===== src/rtl/seq_mul_unit.sv =====
// Multi-cycle shift-add multiplier (MUL, MLA, UMULL, SMULL) with register-bank writeback.
// One multiplier bit per cycle; long results write back low word then high word.
module seq_mul_unit #(
   parameter int unsigned WIDTH = 32,
   parameter int unsigned CNT_W = 6
) (
   input  logic             clk,
   input  logic             rst,
   input  logic             start,
   input  logic [1:0]       op,
   input  logic [WIDTH-1:0] a,
   input  logic [WIDTH-1:0] b,
   input  logic [WIDTH-1:0] acc,
   input  logic [3:0]       wa_lo,
   input  logic [3:0]       wa_hi,
   output logic             busy,
   output logic             done,
   output logic             wb_we,
   output logic [3:0]       wb_wa,
   output logic [WIDTH-1:0] wb_wd
);

   localparam int unsigned PW = 2 * WIDTH;

   localparam logic [1:0] S_IDLE  = 2'd0;
   localparam logic [1:0] S_CALC  = 2'd1;
   localparam logic [1:0] S_WB_LO = 2'd2;
   localparam logic [1:0] S_WB_HI = 2'd3;

   localparam logic [1:0] OP_MUL   = 2'b00;
   localparam logic [1:0] OP_MLA   = 2'b01;
   localparam logic [1:0] OP_UMULL = 2'b10;
   localparam logic [1:0] OP_SMULL = 2'b11;

   localparam logic [3:0] REG_PC = 4'hF;

   logic [1:0]       state_q,  state_nxt;
   logic [CNT_W-1:0] cnt_q,    cnt_nxt;
   logic [1:0]       op_q,     op_nxt;
   logic             neg_q,    neg_nxt;
   logic [WIDTH-1:0] acc_q,    acc_nxt;
   logic [3:0]       wlo_q,    wlo_nxt;
   logic [3:0]       whi_q,    whi_nxt;
   logic [PW-1:0]    mcand_q,  mcand_nxt;
   logic [WIDTH-1:0] mplr_q,   mplr_nxt;
   logic [PW-1:0]    prod_q,   prod_nxt;

   logic             busy_nxt, done_nxt, wb_we_nxt;
   logic [3:0]       wb_wa_nxt;
   logic [WIDTH-1:0] wb_wd_nxt;

   logic [PW-1:0]    sum_c;
   logic [WIDTH-1:0] a_sel_c, b_sel_c;
   logic             long_c;

   // Next-state, datapath and next-output logic
   always_comb begin
      state_nxt = state_q;
      cnt_nxt   = cnt_q;
      op_nxt    = op_q;
      neg_nxt   = neg_q;
      acc_nxt   = acc_q;
      wlo_nxt   = wlo_q;
      whi_nxt   = whi_q;
      mcand_nxt = mcand_q;
      mplr_nxt  = mplr_q;
      prod_nxt  = prod_q;
      sum_c     = prod_q;
      a_sel_c   = a;
      b_sel_c   = b;
      long_c    = 1'b0;
      busy_nxt  = 1'b0;
      done_nxt  = 1'b0;
      wb_we_nxt = 1'b0;
      wb_wa_nxt = 4'h0;
      wb_wd_nxt = '0;

      case (state_q)
         S_IDLE: begin
            if (start) begin
               // Signed multiply runs on magnitudes; sign is re-applied at the end
               if (op == OP_SMULL) begin
                  a_sel_c = a[WIDTH-1] ? (~a + WIDTH'(1)) : a;
                  b_sel_c = b[WIDTH-1] ? (~b + WIDTH'(1)) : b;
                  neg_nxt = a[WIDTH-1] ^ b[WIDTH-1];
               end else begin
                  neg_nxt = 1'b0;
               end
               op_nxt    = op;
               acc_nxt   = acc;
               wlo_nxt   = wa_lo;
               whi_nxt   = wa_hi;
               mcand_nxt = PW'(a_sel_c);
               mplr_nxt  = b_sel_c;
               prod_nxt  = '0;
               cnt_nxt   = '0;
               state_nxt = S_CALC;
            end
         end
         S_CALC: begin
            sum_c     = mplr_q[0] ? (prod_q + mcand_q) : prod_q;
            prod_nxt  = sum_c;
            mcand_nxt = mcand_q << 1;
            mplr_nxt  = mplr_q >> 1;
            cnt_nxt   = cnt_q + CNT_W'(1);
            if (cnt_q == CNT_W'(WIDTH - 1)) begin
               state_nxt = S_WB_LO;
               if (op_q == OP_SMULL && neg_q) begin
                  prod_nxt = ~sum_c + PW'(1);
               end
               if (op_q == OP_MLA) begin
                  prod_nxt[WIDTH-1:0] = sum_c[WIDTH-1:0] + acc_q;
               end
            end
         end
         S_WB_LO: begin
            state_nxt = (op_q == OP_UMULL || op_q == OP_SMULL) ? S_WB_HI : S_IDLE;
         end
         S_WB_HI: begin
            state_nxt = S_IDLE;
         end
         default: begin
            state_nxt = S_IDLE;
         end
      endcase

      // Outputs are registered, so they follow the state being entered
      long_c   = (op_nxt == OP_UMULL) || (op_nxt == OP_SMULL);
      busy_nxt = (state_nxt != S_IDLE);
      case (state_nxt)
         S_WB_LO: begin
            wb_we_nxt = (wlo_nxt != REG_PC);
            wb_wa_nxt = wlo_nxt;
            wb_wd_nxt = prod_nxt[WIDTH-1:0];
            done_nxt  = !long_c;
         end
         S_WB_HI: begin
            wb_we_nxt = (whi_nxt != REG_PC);
            wb_wa_nxt = whi_nxt;
            wb_wd_nxt = prod_nxt[PW-1:WIDTH];
            done_nxt  = 1'b1;
         end
         default: begin
            wb_we_nxt = 1'b0;
         end
      endcase
   end

   // State and output registers, synchronous active-low reset
   always_ff @(posedge clk) begin
      if (!rst) begin
         state_q <= S_IDLE;
         cnt_q   <= '0;
         op_q    <= 2'b00;
         neg_q   <= 1'b0;
         acc_q   <= '0;
         wlo_q   <= 4'h0;
         whi_q   <= 4'h0;
         mcand_q <= '0;
         mplr_q  <= '0;
         prod_q  <= '0;
         busy    <= 1'b0;
         done    <= 1'b0;
         wb_we   <= 1'b0;
         wb_wa   <= 4'h0;
         wb_wd   <= '0;
      end else begin
         state_q <= state_nxt;
         cnt_q   <= cnt_nxt;
         op_q    <= op_nxt;
         neg_q   <= neg_nxt;
         acc_q   <= acc_nxt;
         wlo_q   <= wlo_nxt;
         whi_q   <= whi_nxt;
         mcand_q <= mcand_nxt;
         mplr_q  <= mplr_nxt;
         prod_q  <= prod_nxt;
         busy    <= busy_nxt;
         done    <= done_nxt;
         wb_we   <= wb_we_nxt;
         wb_wa   <= wb_wa_nxt;
         wb_wd   <= wb_wd_nxt;
      end
   end

endmodule


===== config.mk =====
export PLATFORM = sky130hd
export DESIGN_NAME = seq_mul_unit
export DESIGN_NICKNAME = d
export VERILOG_FILES = /design/src/rtl/seq_mul_unit.sv
export SDC_FILE = /design/constraint.sdc
export NUM_CORES = 1
export LEC_CHECK = 0
export ABC_AREA = 1
export BUFFER_PORTS_ARGS = -buffer_cell sky130_fd_sc_hd__buf_2
export CAP_MARGIN = 20
export CORE_MARGIN = 2
export CORE_UTILIZATION = 43
export CTS_BUF_LIST = sky130_fd_sc_hd__clkbuf_4 sky130_fd_sc_hd__clkbuf_8
export CTS_CLUSTER_SIZE = 10
export DETAILED_ROUTE_END_ITERATION = 10
export GPL_ROUTABILITY_DRIVEN = 0
export GPL_TIMING_DRIVEN = 0
export SLEW_MARGIN = 20
export SYNTH_ARGS = -nofsm -noshare
export SYNTH_HDL_FRONTEND = slang
export SYNTH_SLANG_ARGS = --single-unit

===== constraint.sdc =====
create_clock -name clk -period 5.3 [get_ports clk]
set_input_delay 0.53 -clock clk [delete_from_list [all_inputs] [get_ports clk]]
set_output_delay 0.53 -clock clk [all_outputs]
set_load 0.01 [all_outputs]

==> impl_metrics.csv <==
group,metric,value,unit
outcome,outcome,"complete, but fails checks",
outcome,violations,"design-rule violations",
grt,grt_pass1_wl,138,mm
detailed_routing,drt_wl_total,93.0,mm
setup_path,required,5.88,ns
synthesis,syn_avg_cell_area,5.66,sq um
synthesis,yosys.area.top_type,"dfxtp_1",
synthesis,synth.distinct_cells,56,
synthesis,ys_top_cells_by_count,"nand2_1 (1,293), inv_1 (549), nand3_1 (359)",
clocking,cts-hold-fix-buffers,0,
detailed_routing,drcViolationCount,1,
grt,grt_start_max_net_pins,14,
setup_path,arrival,5.45,ns
synthesis,yosysMostFrequentCell,"nand2_1",
finish,final_cell_count_no_fill,4846,
clocking,cts_tree,"built",
finish,area_growth,11.7,%
place,hpwl,76.3,mm
clocking,htree_levels,2,
place,port-buffer-count,147,
setup_path,path_class,"reg2reg",
setup_path,endpoint,"wb_wd[29]",
clocking,postCtsResizedCells,0,
floorplan,initial_core_util,43.4,%
sta,maxSlewViolCount,0,
power_and_ir_drop,p_per_area,221,mW/mm^2
finish,fin_util,48.5,%
detailed_routing,highest_layer,"met4",
synthesis,synth_cells,3937,
detailed_routing,wl_met2,40.7,mm
detailed_routing,wl_met3,8.17,mm
setup_path,critical_path.startpoint,"mcand_q[0]",
power_and_ir_drop,power.leakage,0.0122,uW
detailed_routing,met1_length,39.4,mm
floorplan,die_w,232,microns
synthesis,synth.top_cell.area_share,22.5,%
setup_path,critPathCaptureType,"flop",
floorplan,rows,83,
synthesis,synth_ff_type,"dfxtp_1",
finish,layout-drive-gt1-share,9.43,%
sta,setup_violations,0,
sta,grt_setup_unrepaired,"no",
synthesis,syn_nets,4152,
clocking,clockBufferDepth,3,
sta,max_freq,205,MHz
run,drv_cap,0,
setup_path,ff2ff_setup_slack,0.43,ns
sta,worstMarginPinSlew,1.10,ns
clocking,worstSkewPairLatency,0.67,ns
grt,grt.total_usage,34.0,%
sta,hold_violations,0,
detailed_routing,avgViaCountPerCell,5.46,
grt,grt_overflow,0,
synthesis,yosysSeqAreaShare,22.5,%
detailed_routing,vias,26443,
synthesis,synth-edff-count,0,
setup_path,worst_setup_path_start_kind,"flop",
sta,tns,0,ns
sta,worst_hold_slack,0.0844,ns
setup_path,r2r-end,"wb_wd[29]",
finish,n_antenna_cell,0,
grt,grt_pass1_vias,23736,
sta,finalCritPeriodShare,91.9,%
min_path,hold_path.class,"in2reg",
clocking,cts-buffers-inserted,46,
setup_path,reg2reg_from,"mcand_q[0]",
detailed_routing,drtAntennaViolNets,0,
place,placed_cells,4764,
setup_path,r2r_cells,24,
clocking,clock_sinks,250,
synthesis,yosys-top-cells-area,"dfxtp_1 (22%), nand2_1 (22%), inv_1 (9.3%)",
floorplan,fp.dieH,232,microns
setup_path,cp_max_fo,4,
detailed_routing,wl_per_cell,19.2,microns
finish,fin_nets,4347,
synthesis,yosysWarnings,0,
finish,fill_cells,5782,
clocking,post_cts_buffers,0,
sta,slew_headroom,26.5,%
synthesis,netlist_area,0.0223,sq mm
detailed_routing,drt-initial-drc-count,2737,
sta,skew,0.0434,ns
power_and_ir_drop,irDropWorstVdd,0.182,mV
sta,period_minus_slack,4.87,ns
clocking,clkSlewWorstSetupHoldPaths,0.07,ns
synthesis,ys_ff_latch,250,
floorplan,core,0.0513,sq mm
floorplan,die_area,0.0536,sq mm
floorplan,boundaryPins,148,
detailed_routing,dr.pass1.iters,11,
synthesis,async_flop_share,0,%
clocking,ctsRootBufferMaster,"clkbuf_8",
grt,antenna_found_initial,4,
[final cells by class]
cell class | count | area, sq um | area share (%)
Sequential cell | 250 | 5000 | 20.1
Timing Repair Buffer | 147 | 736 | 2.96
Clock buffer | 67 | 866 | 3.48
Clock inverter | 15 | 145 | 0.583
Tap cell | 680 | 851 | 3.42
Inverter | 576 | 2160 | 8.69
Multi-Input combinational cell | 2981 | 14600 | 58.6
Buffer | 130 | 527 | 2.12
[kinds of logic (layout without fill, tap and decap cells)]
family	after synthesis	in the layout	synth area share [%]
buffers and inverters	706	935	12.1
AOI/OAI and AO/OA	609	609	15.4
adders and majority gates	106	106	6.02
muxes	5	5	0.225
xor gates and xnor gates	21	21	0.826
and+or+nand+nor	2240	2240	43.0
DFF	250	250	22.5
[flip-flops by register name, summed over array words and instances, names as in the netlist]
register and count:
mcand_q 64, prod_q 64, acc_q 32, mplr_q 32
wb_wd 32, cnt_q 6, wb_wa 4, whi_q 4
wlo_q 4, op_q 2, state_q 2, busy 1
done 1, neg_q 1, wb_we 1
[layer usage]
layer / up-vias / global-route usage, %
met4: 0 / 15.7
met2: 1150 / 54.4
met1: 11981 / 44.1
li1: 13091 / -
met3: 221 / 6.35
met5: - / 0
[cells in the final DEF (no fill, tap or decap), types with 15 or more instances in the layout]
| cell | count |
|---|---|
| nand3_1 | 359 |
| nand4_1 | 41 |
| buf_2 | 165 |
| clkbuf_8 | 58 |
| nor3_1 | 44 |
| dfxtp_1 | 250 |
| nor2_2 | 22 |
| ha_1 | 104 |
| nor2_1 | 342 |
| inv_2 | 19 |
| o21ai_1 | 24 |
| a21oi_1 | 223 |
| o21bai_1 | 15 |
| clkbuf_1 | 102 |
| nand3b_1 | 19 |
| nand2_2 | 29 |
| inv_1 | 549 |
| nand2_1 | 1293 |
| or2_2 | 38 |
| a31oi_1 | 94 |
| o21ai_0 | 175 |
[metrics by stage]
stage          worst slack (ns)  area (sq um)  total power, uW
2_1_floorplan              1.63         22300             2940
3_3_place_gp              0.451         23900             3390
3_5_place_dp              0.509         23900             3400
4_1_cts                   0.488         24900             5490
5_1_grt                  0.0280         24900             5740
6_report                  0.427         24900             5500
[worst min path at each step]
stage	from	depth (start not counted)	slack (ns)	endpoint
3_5_place_dp	mplr_q[5]	2	0.48	mplr_q[4]
6_report	acc[8]	3	0.08	acc_q[8]
3_3_place_gp	mcand_q[63]	2	0.47	mcand_q[63]
5_1_grt	acc[12]	3	0.09	acc_q[12]
2_1_floorplan	mplr_q[31]	2	0.45	mplr_q[31]
4_1_cts	acc[15]	3	0.06	acc_q[15]
[critical path, stage by stage (launching register included)]
cell and delay, ns:
dfxtp_1 0.36, ha_1 0.28, fa_1 0.47, nand2_1 0.12, nand3_1 0.09, nand3_1 0.10
nand2_1 0.12, nand2_1 0.10, nand2_1 0.16, nand2_1 0.10, nand2_1 0.11, a21boi_1 0.42
ha_1 0.27, nand2_1 0.13, nor2_1 0.19, a21oi_1 0.10, o311ai_0 0.69, nand2_1 0.10
nand2_1 0.11, a21oi_1 0.06, o21ai_0 0.11, nand3_1 0.15, a21boi_1 0.21, nand2_1 0.14
nand2_1 0.13
[report_power, final]
group | switching [uW] | leakage (uW) | internal, uW | total [uW]
registers | 77.3 | 0.00204 | 1960 | 2040
logic | 964 | 0.00963 | 402 | 1370
clock network | 946 | 0.000534 | 1150 | 2100
total | 1990 | 0.0122 | 3520 | 5500
Note: power is estimated with default switching activity, not from simulation.
